--- src/rtl/cpu_pkg.sv ---
// Shared CPU definitions: datapath sizes, opcode map, FSM state
// encoding and the opcode-to-flag-class helpers.
package cpu_pkg;

    localparam int DATA_W = 16;
    localparam int REG_AW = 4;

    localparam logic [3:0] OP_ADD    = 4'h0;
    localparam logic [3:0] OP_SUB    = 4'h1;
    localparam logic [3:0] OP_XOR    = 4'h2;
    localparam logic [3:0] OP_RED    = 4'h3;
    localparam logic [3:0] OP_SLL    = 4'h4;
    localparam logic [3:0] OP_SRA    = 4'h5;
    localparam logic [3:0] OP_ROR    = 4'h6;
    localparam logic [3:0] OP_PADDSB = 4'h7;
    localparam logic [3:0] OP_LW     = 4'h8;
    localparam logic [3:0] OP_SW     = 4'h9;
    localparam logic [3:0] OP_LLB    = 4'hA;
    localparam logic [3:0] OP_LHB    = 4'hB;
    localparam logic [3:0] OP_B      = 4'hC;
    localparam logic [3:0] OP_BR     = 4'hD;
    localparam logic [3:0] OP_PCS    = 4'hE;
    localparam logic [3:0] OP_HLT    = 4'hF;

    typedef enum logic {
        ST_RUN    = 1'b0,
        ST_HALTED = 1'b1
    } state_e;

    function automatic logic sets_all_flags(input logic [3:0] op);
        return (op == OP_ADD) || (op == OP_SUB);
    endfunction

    function automatic logic sets_z_only(input logic [3:0] op);
        return (op == OP_XOR) || (op == OP_SLL) ||
               (op == OP_SRA) || (op == OP_ROR);
    endfunction

endpackage

--- src/rtl/flag_reg.sv ---
// Architectural Z/V/N flag register; each flag loads only when
// its own enable is set, otherwise it holds.
module flag_reg (
    input  logic clk,
    input  logic rst_n,
    input  logic en_z_i,
    input  logic en_v_i,
    input  logic en_n_i,
    input  logic z_i,
    input  logic v_i,
    input  logic n_i,
    output logic z_o,
    output logic v_o,
    output logic n_o
);

    logic z_q, v_q, n_q;

    always_ff @(posedge clk or negedge rst_n) begin
        if (!rst_n) begin
            z_q <= 1'b0;
            v_q <= 1'b0;
            n_q <= 1'b0;
        end else begin
            if (en_z_i) z_q <= z_i;
            if (en_v_i) v_q <= v_i;
            if (en_n_i) n_q <= n_i;
        end
    end

    assign z_o = z_q;
    assign v_o = v_q;
    assign n_o = n_q;

endmodule

--- src/rtl/ex_mem_stage.sv ---
// EX/MEM pipeline register with stall/flush handling, halt tracking
// and ownership of the architectural flag register.
import cpu_pkg::*;

module ex_mem_stage #(
    parameter int DATA_W = cpu_pkg::DATA_W,
    parameter int REG_AW = cpu_pkg::REG_AW
) (
    input  logic              clk,
    input  logic              rst_n,
    input  logic              ex_valid,
    input  logic [3:0]        ex_opcode,
    input  logic [DATA_W-1:0] ex_result,
    input  logic              ex_ovfl,
    input  logic [REG_AW-1:0] ex_rd,
    input  logic              ex_wr_en,
    input  logic              stall,
    input  logic              flush,
    output logic              mem_valid,
    output logic [3:0]        mem_opcode,
    output logic [DATA_W-1:0] mem_result,
    output logic [REG_AW-1:0] mem_rd,
    output logic              mem_wr_en,
    output logic              flag_z,
    output logic              flag_v,
    output logic              flag_n,
    output logic              halted
);

    state_e            state_q;
    logic              valid_q;
    logic [3:0]        opcode_q;
    logic [DATA_W-1:0] result_q;
    logic [REG_AW-1:0] rd_q;
    logic              wr_en_q;
    logic              halted_q;

    logic accept;
    logic upd_all;
    logic upd_z;

    assign accept = ex_valid & ~stall & ~flush & (state_q == ST_RUN);

    // Flush overrides stall: the register advances (as a bubble) when
    // either flush is high or the stage is not stalled.
    always_ff @(posedge clk or negedge rst_n) begin
        if (!rst_n) begin
            state_q  <= ST_RUN;
            valid_q  <= 1'b0;
            opcode_q <= '0;
            result_q <= '0;
            rd_q     <= '0;
            wr_en_q  <= 1'b0;
            halted_q <= 1'b0;
        end else begin
            if (flush || !stall) begin
                valid_q <= accept;
                wr_en_q <= accept & ex_wr_en;
                if (accept) begin
                    opcode_q <= ex_opcode;
                    result_q <= ex_result;
                    rd_q     <= ex_rd;
                end
            end
            if (accept && (ex_opcode == OP_HLT)) begin
                state_q  <= ST_HALTED;
                halted_q <= 1'b1;
            end
        end
    end

    assign upd_all = accept & sets_all_flags(ex_opcode);
    assign upd_z   = accept & (sets_all_flags(ex_opcode) |
                               sets_z_only(ex_opcode));

    flag_reg u_flags (
        .clk    (clk),
        .rst_n  (rst_n),
        .en_z_i (upd_z),
        .en_v_i (upd_all),
        .en_n_i (upd_all),
        .z_i    (ex_result == '0),
        .v_i    (ex_ovfl),
        .n_i    (ex_result[DATA_W-1]),
        .z_o    (flag_z),
        .v_o    (flag_v),
        .n_o    (flag_n)
    );

    assign mem_valid  = valid_q;
    assign mem_opcode = opcode_q;
    assign mem_result = result_q;
    assign mem_rd     = rd_q;
    assign mem_wr_en  = wr_en_q;
    assign halted     = halted_q;

endmodule
--- config.mk ---
export PLATFORM = sky130hd
export DESIGN_NAME = ex_mem_stage
export DESIGN_NICKNAME = d
export VERILOG_FILES = /design/src/rtl/cpu_pkg.sv /design/src/rtl/flag_reg.sv /design/src/rtl/ex_mem_stage.sv
export SDC_FILE = /design/constraint.sdc
export NUM_CORES = 1
export LEC_CHECK = 0
export ABC_CLOCK_PERIOD_IN_PS = 5300
export CORE_MARGIN = 10
export CORE_UTILIZATION = 42
export CTS_CLUSTER_DIAMETER = 40
export DETAILED_ROUTE_END_ITERATION = 7
export GPL_ROUTABILITY_DRIVEN = 0
export PLACE_DENSITY = 0.92
export SLEW_MARGIN = 5
export SYNTH_ARGS = -nofsm -noshare
export SYNTH_HDL_FRONTEND = slang
export SYNTH_SLANG_ARGS = --single-unit
--- constraint.sdc ---
create_clock -name clk -period 5.3 [get_ports clk]
set_input_delay 0.53 -clock clk [delete_from_list [all_inputs] [get_ports clk]]
set_output_delay 0.53 -clock clk [all_outputs]
set_load 0.02 [all_outputs]
# ---- After elaboration in Yosys (flattened, before gate mapping)
# Cells that the tools add are included.
dict set report word_totals {
  wordCells 35
  ramBits 0
  rom_bits 0
  reg_bits 30
  output_inout_bits 30
  n_memories 0
  inputBits 31
  latchBits 0
}
dict set report op_classes {
  n_eq_ne 6
  n_mul 0
  n_shift 0
  bitwise_logic 10
  add_sub_neg 0
  n_reduce_logical 10
  mux 0
  div 0
  magnitude_cmp 0
}
# cell count
set op_table {}
lappend op_table {{logical NOT 16 bit} 1}
lappend op_table {{equality test 4 x 3 -> 1 bit, second input constant} 3}
lappend op_table {{bitwise AND 1 bit} 6}
lappend op_table {{logical OR 1 bit} 5}
lappend op_table {{equality test 4 x 1 -> 1 bit, second input constant} 1}
lappend op_table {{equality test 4 x 2 -> 1 bit, second input constant} 1}
lappend op_table {{equality test 4 bit, second input constant} 1}
lappend op_table {{logical NOT 4 bit} 1}
lappend op_table {{NOT 1 bit} 3}
lappend op_table {{AND reduction 2 bit} 1}
lappend op_table {{logical AND 1 bit} 1}
lappend op_table {{logical NOT 1 bit} 1}
lappend op_table {{OR 1 bit} 1}

# ---- Depth between registers and ports, before layout
dict set report depth {
  word_depth 6
  ltp_mapped 5
  ltp_nobuf 3
}

# ---- Hierarchy
# From an unflattened synthesis, not the netlist that was laid out.
dict set report unflattened {
  hier_cells 74
  area_unflattened_um2 1266.2
}
# mod instances cells_per_inst seq_area_each_um2 area_per_inst_um2
set modules_own_cells {}
lappend modules_own_cells {ex_mem_stage 1 68 675.6 1146.1}
lappend modules_own_cells {flag_reg 1 6 75.1 120.1}

# ---- Worst setup path before layout
# Ideal clock, no wire load.
dict set report synth_path {
  path_kind {input -> register}
  startpoint {input port flush}
  endpoint {register u_flags.n_q, in the netlist u_flags.n_o}
  arrival_time_ns 1.709
  setup_time_ns 0.125
  required_time_ns 5.175
  path_stages 4
  path_slack_ns 3.466
  path_buffers 1
  cell_sequence {or4b_1 buf_6 nor4_4 mux2_2}
}
dict set report synth_between {
  elab_chain_len 4
}
# item line
set synth_rtl {}
lappend synth_rtl {{from (decl)} ex_mem_stage.sv:18} ;# input logic flush,
lappend synth_rtl {{NOT 1 bit} ex_mem_stage.sv:42} ;# assign accept = ex_valid & ~stall & ~flush & (state_q == ST_RUN);
lappend synth_rtl {{bitwise AND 1 bit (2 in a row)} ex_mem_stage.sv:42}
lappend synth_rtl {{bitwise AND 1 bit} ex_mem_stage.sv:72} ;# assign upd_all = accept & sets_all_flags(ex_opcode);
lappend synth_rtl {{to (signal assigned)} flag_reg.sv:27} ;# if (en_n_i) n_q <= n_i;
lappend synth_rtl {{to (decl)} flag_reg.sv:17} ;# logic z_q, v_q, n_q;
# Every way passes these cells.
# A chain may end at the register's enable or synchronous reset.

# ---- Worst setup path in the final report
# Ends and elaborated chain as after synthesis.

==> qor.txt <==
WL final -> 3630 um
final hold vios -> 0
Switching Share -> 0.314
largest stage delay on the critical path -> 0.99 ns
setup_tns -> 0 ns
initial DRC count -> 52
Worst path slowest cell -> or4b_1
Worst Path Buf+Inv -> 1
FF-to-FF End -> u_flags.n_o
area leader, netlist -> dfrtp_1
Combinational Power Share -> 0.325
final setup violation count -> 0
Slew Limit Fails -> 0
Overflow after GRT -> 0
die area -> 5410 um2
share of cells above drive strength 1 -> 0.0582
DRC violation count after routing -> 0
mapped cell area -> 1200 um2
Clock Tree Buf Depth -> 2
run status -> complete, no violations
vias in the first global route -> 1220
antenna viol nets, final -> 0
Worst Max-Slew Pin Slew -> 0.971 ns
Leak Pwr -> 0.900 nW
post-CTS resize count -> 0
CP endpoint kind -> flop
Seq pwr share -> 0.477
Reg2Reg Setup Slack -> 3.04 ns
HPWL after DPL -> 2830 um
post-CTS setup buffers -> 0
Yosys reg bits -> 30
worst vdd ir -> 0.000242 V
DIE HEIGHT -> 73.5 um
Slew HR -> 0.353
Site Rows -> 19
Layout fillers -> 210
YS warnings -> 0
clock-pin slew on the worst setup and hold paths -> 0.08 ns
Post-Synthesis Cells -> 125
post-synth top area share -> 0.624
Crit path required time -> 5.50 ns
syn_nets -> 156
Via Count -> 1096
f_max -> 0.397 GHz
Clock power frac -> 0.197
Initial Utilization -> 0.436
total CTS buffers -> 5
WS Path Type -> input port to flop
non-filler cells, final -> 220
DR vias/cell -> 4.98
hold crit path type -> flop to flop
register area share after synthesis -> 0.624
worst reg2reg path depth -> 3
crit-path max FO -> 28
Nets -> 220
min-delay src -> mem_result[5]
htree depth -> 2
synthesis-to-layout area growth -> 57.3%
average wire per standard cell -> 16.5 um
CTS Hold Buffers Added -> 0
Area after DPL -> 1830 um2
gr usage total -> 0.139
fin crit period -> 2.52 ns
Worst EP arrival -> 2.72 ns
latest clock arrival within the worst-skew pair -> 0.32 ns
Net Sw Power -> 0.000188 W
Top Ports -> 61
initial antenna violation count -> 0
clk root buf -> clkbuf_4
largest net degree at the start of global routing -> 31
Core Area -> 2760 um2
final period utilization -> 0.475
Worst Hold Endpoint -> mem_result[5]
Sink Count -> 30
Setup Skew -> 0.00763 ns
PD cells -> 315 nW/um2
final core utilization -> 0.686
DRT Pass-1 Iters -> 4
first-pass GRT wire length -> 5850 um
I/O Buffers -> 60
Antenna Diode Count -> 0
Die W -> 73.5 um
worst hold stages -> 2
reg2reg start -> halted
Max-cap violations -> 0
family with the most delay on the worst path -> simple AND/OR/NAND/NOR gates
mean post-synth cell area -> 9.63 um2
Yosys cell types -> 16
CTS tree -> done
top cells by area, synth -> dfrtp_1 62%, nand2_1 23%, nor4_1 2.1%
fin area -> 1890 um2
crit path cell chain -> clkdlybuf4s50_1, or4b_1, nor4_4, mux2_2
placed cells -> 212
crit start category -> input port
RSZ-0062 raised after global routing -> false
Pint -> 0.000409 W
## cells in the mapped netlist (all sizes together)
cell / count
o41ai: 1
o31ai: 1
buf: 1
nor4: 5
nor4b: 1
dfrtp: 30
nand2: 74
and2b: 1
clkbuf: 4
a41o: 1
or4b: 1
and2: 1
mux2: 2
nand4: 1
a22o: 1
## routing by layer
layer	GRT usage	vias up	wire length (um)
li1	-	533	-
met1	0.146	505	1320
met2	0.216	51	1770
met3	0.0902	7	468
met4	0.0518	0	70
met5	0	-	0
## power groups by stage
stage | sequential [W] | clock, W | combinational (W)
detailed placement | 0.000289 | 0 | 0.000195
floorplan | 0.000330 | 0 | 0.0000341
global placement | 0.000287 | 0 | 0.000190
global route | 0.000289 | 0.000132 | 0.000210
finish | 0.000285 | 0.000118 | 0.000194
CTS | 0.000285 | 0.000120 | 0.000196
## sequential cells by signal, summed over array words and instances (netlist names)
name / count
mem_result: 16
mem_opcode: 4
mem_rd: 4
halted: 1
mem_valid: 1
mem_wr_en: 1
u_flags.n_o: 1
u_flags.v_o: 1
u_flags.z_o: 1
## worst max-delay path by stage
stage	startpoint	end	slack (ns)	cells after the start
6_report	flush	u_flags.n_o	2.78	4
5_1_grt	flush	u_flags.n_o	2.69	4
4_1_cts	flush	u_flags.n_o	2.77	4
3_5_place_dp	flush	u_flags.v_o	2.45	4
3_3_place_gp	flush	u_flags.n_o	2.53	4
2_1_floorplan	flush	u_flags.n_o	3.47	4
## per-stage QoR
step / power, W / hold slack, ns / setup slack (ns)
final: 0.000597 / 0.482 / 2.78
after global routing: 0.000631 / 0.505 / 2.69
after CTS: 0.000601 / 0.483 / 2.77
after detailed placement: 0.000484 / 0.462 / 2.45
after global placement: 0.000477 / 0.456 / 2.53
after floorplan: 0.000364 / 0.234 / 3.47
## cells in the final DEF (no fill, tap or decap), drive strengths merged
master and n:
nand2 74, clkdlybuf4s50 60, dfrtp 30, clkbuf 7
nor4 5, mux2 2, buf 2, nor4b 1
or4b 1, and2b 1, a22o 1, and2 1
a41o 1, nand4 1, o31ai 1, o41ai 1
## worst min-delay path, cell delays in order, from the launching register on
cell and delay, ns:
dfrtp_1 0.35, nand2_1 0.05, nand2_1 0.05
## cell families (layout without fill, tap and decap cells)
group | count (synthesis) | after routing | share of synthesized area
simple gates | 84 | 84 | 0.307
compound gates | 4 | 4 | 0.0291
mux | 2 | 2 | 0.0187
buf+inv | 5 | 69 | 0.0218
flops | 30 | 30 | 0.624
## final cells by class
| cell class | count | area, um2 | share of cell area |
|---|---|---|---|
| sequential | 30 | 751 | 0.397 |
| tap | 31 | 38.8 | 0.0205 |
| clock buffer | 7 | 45.0 | 0.0238 |
| multi-input combinational | 90 | 435 | 0.230 |
| timing repair buffer | 62 | 623 | 0.329 |
Note: power is estimated with default switching activity, not from simulation.
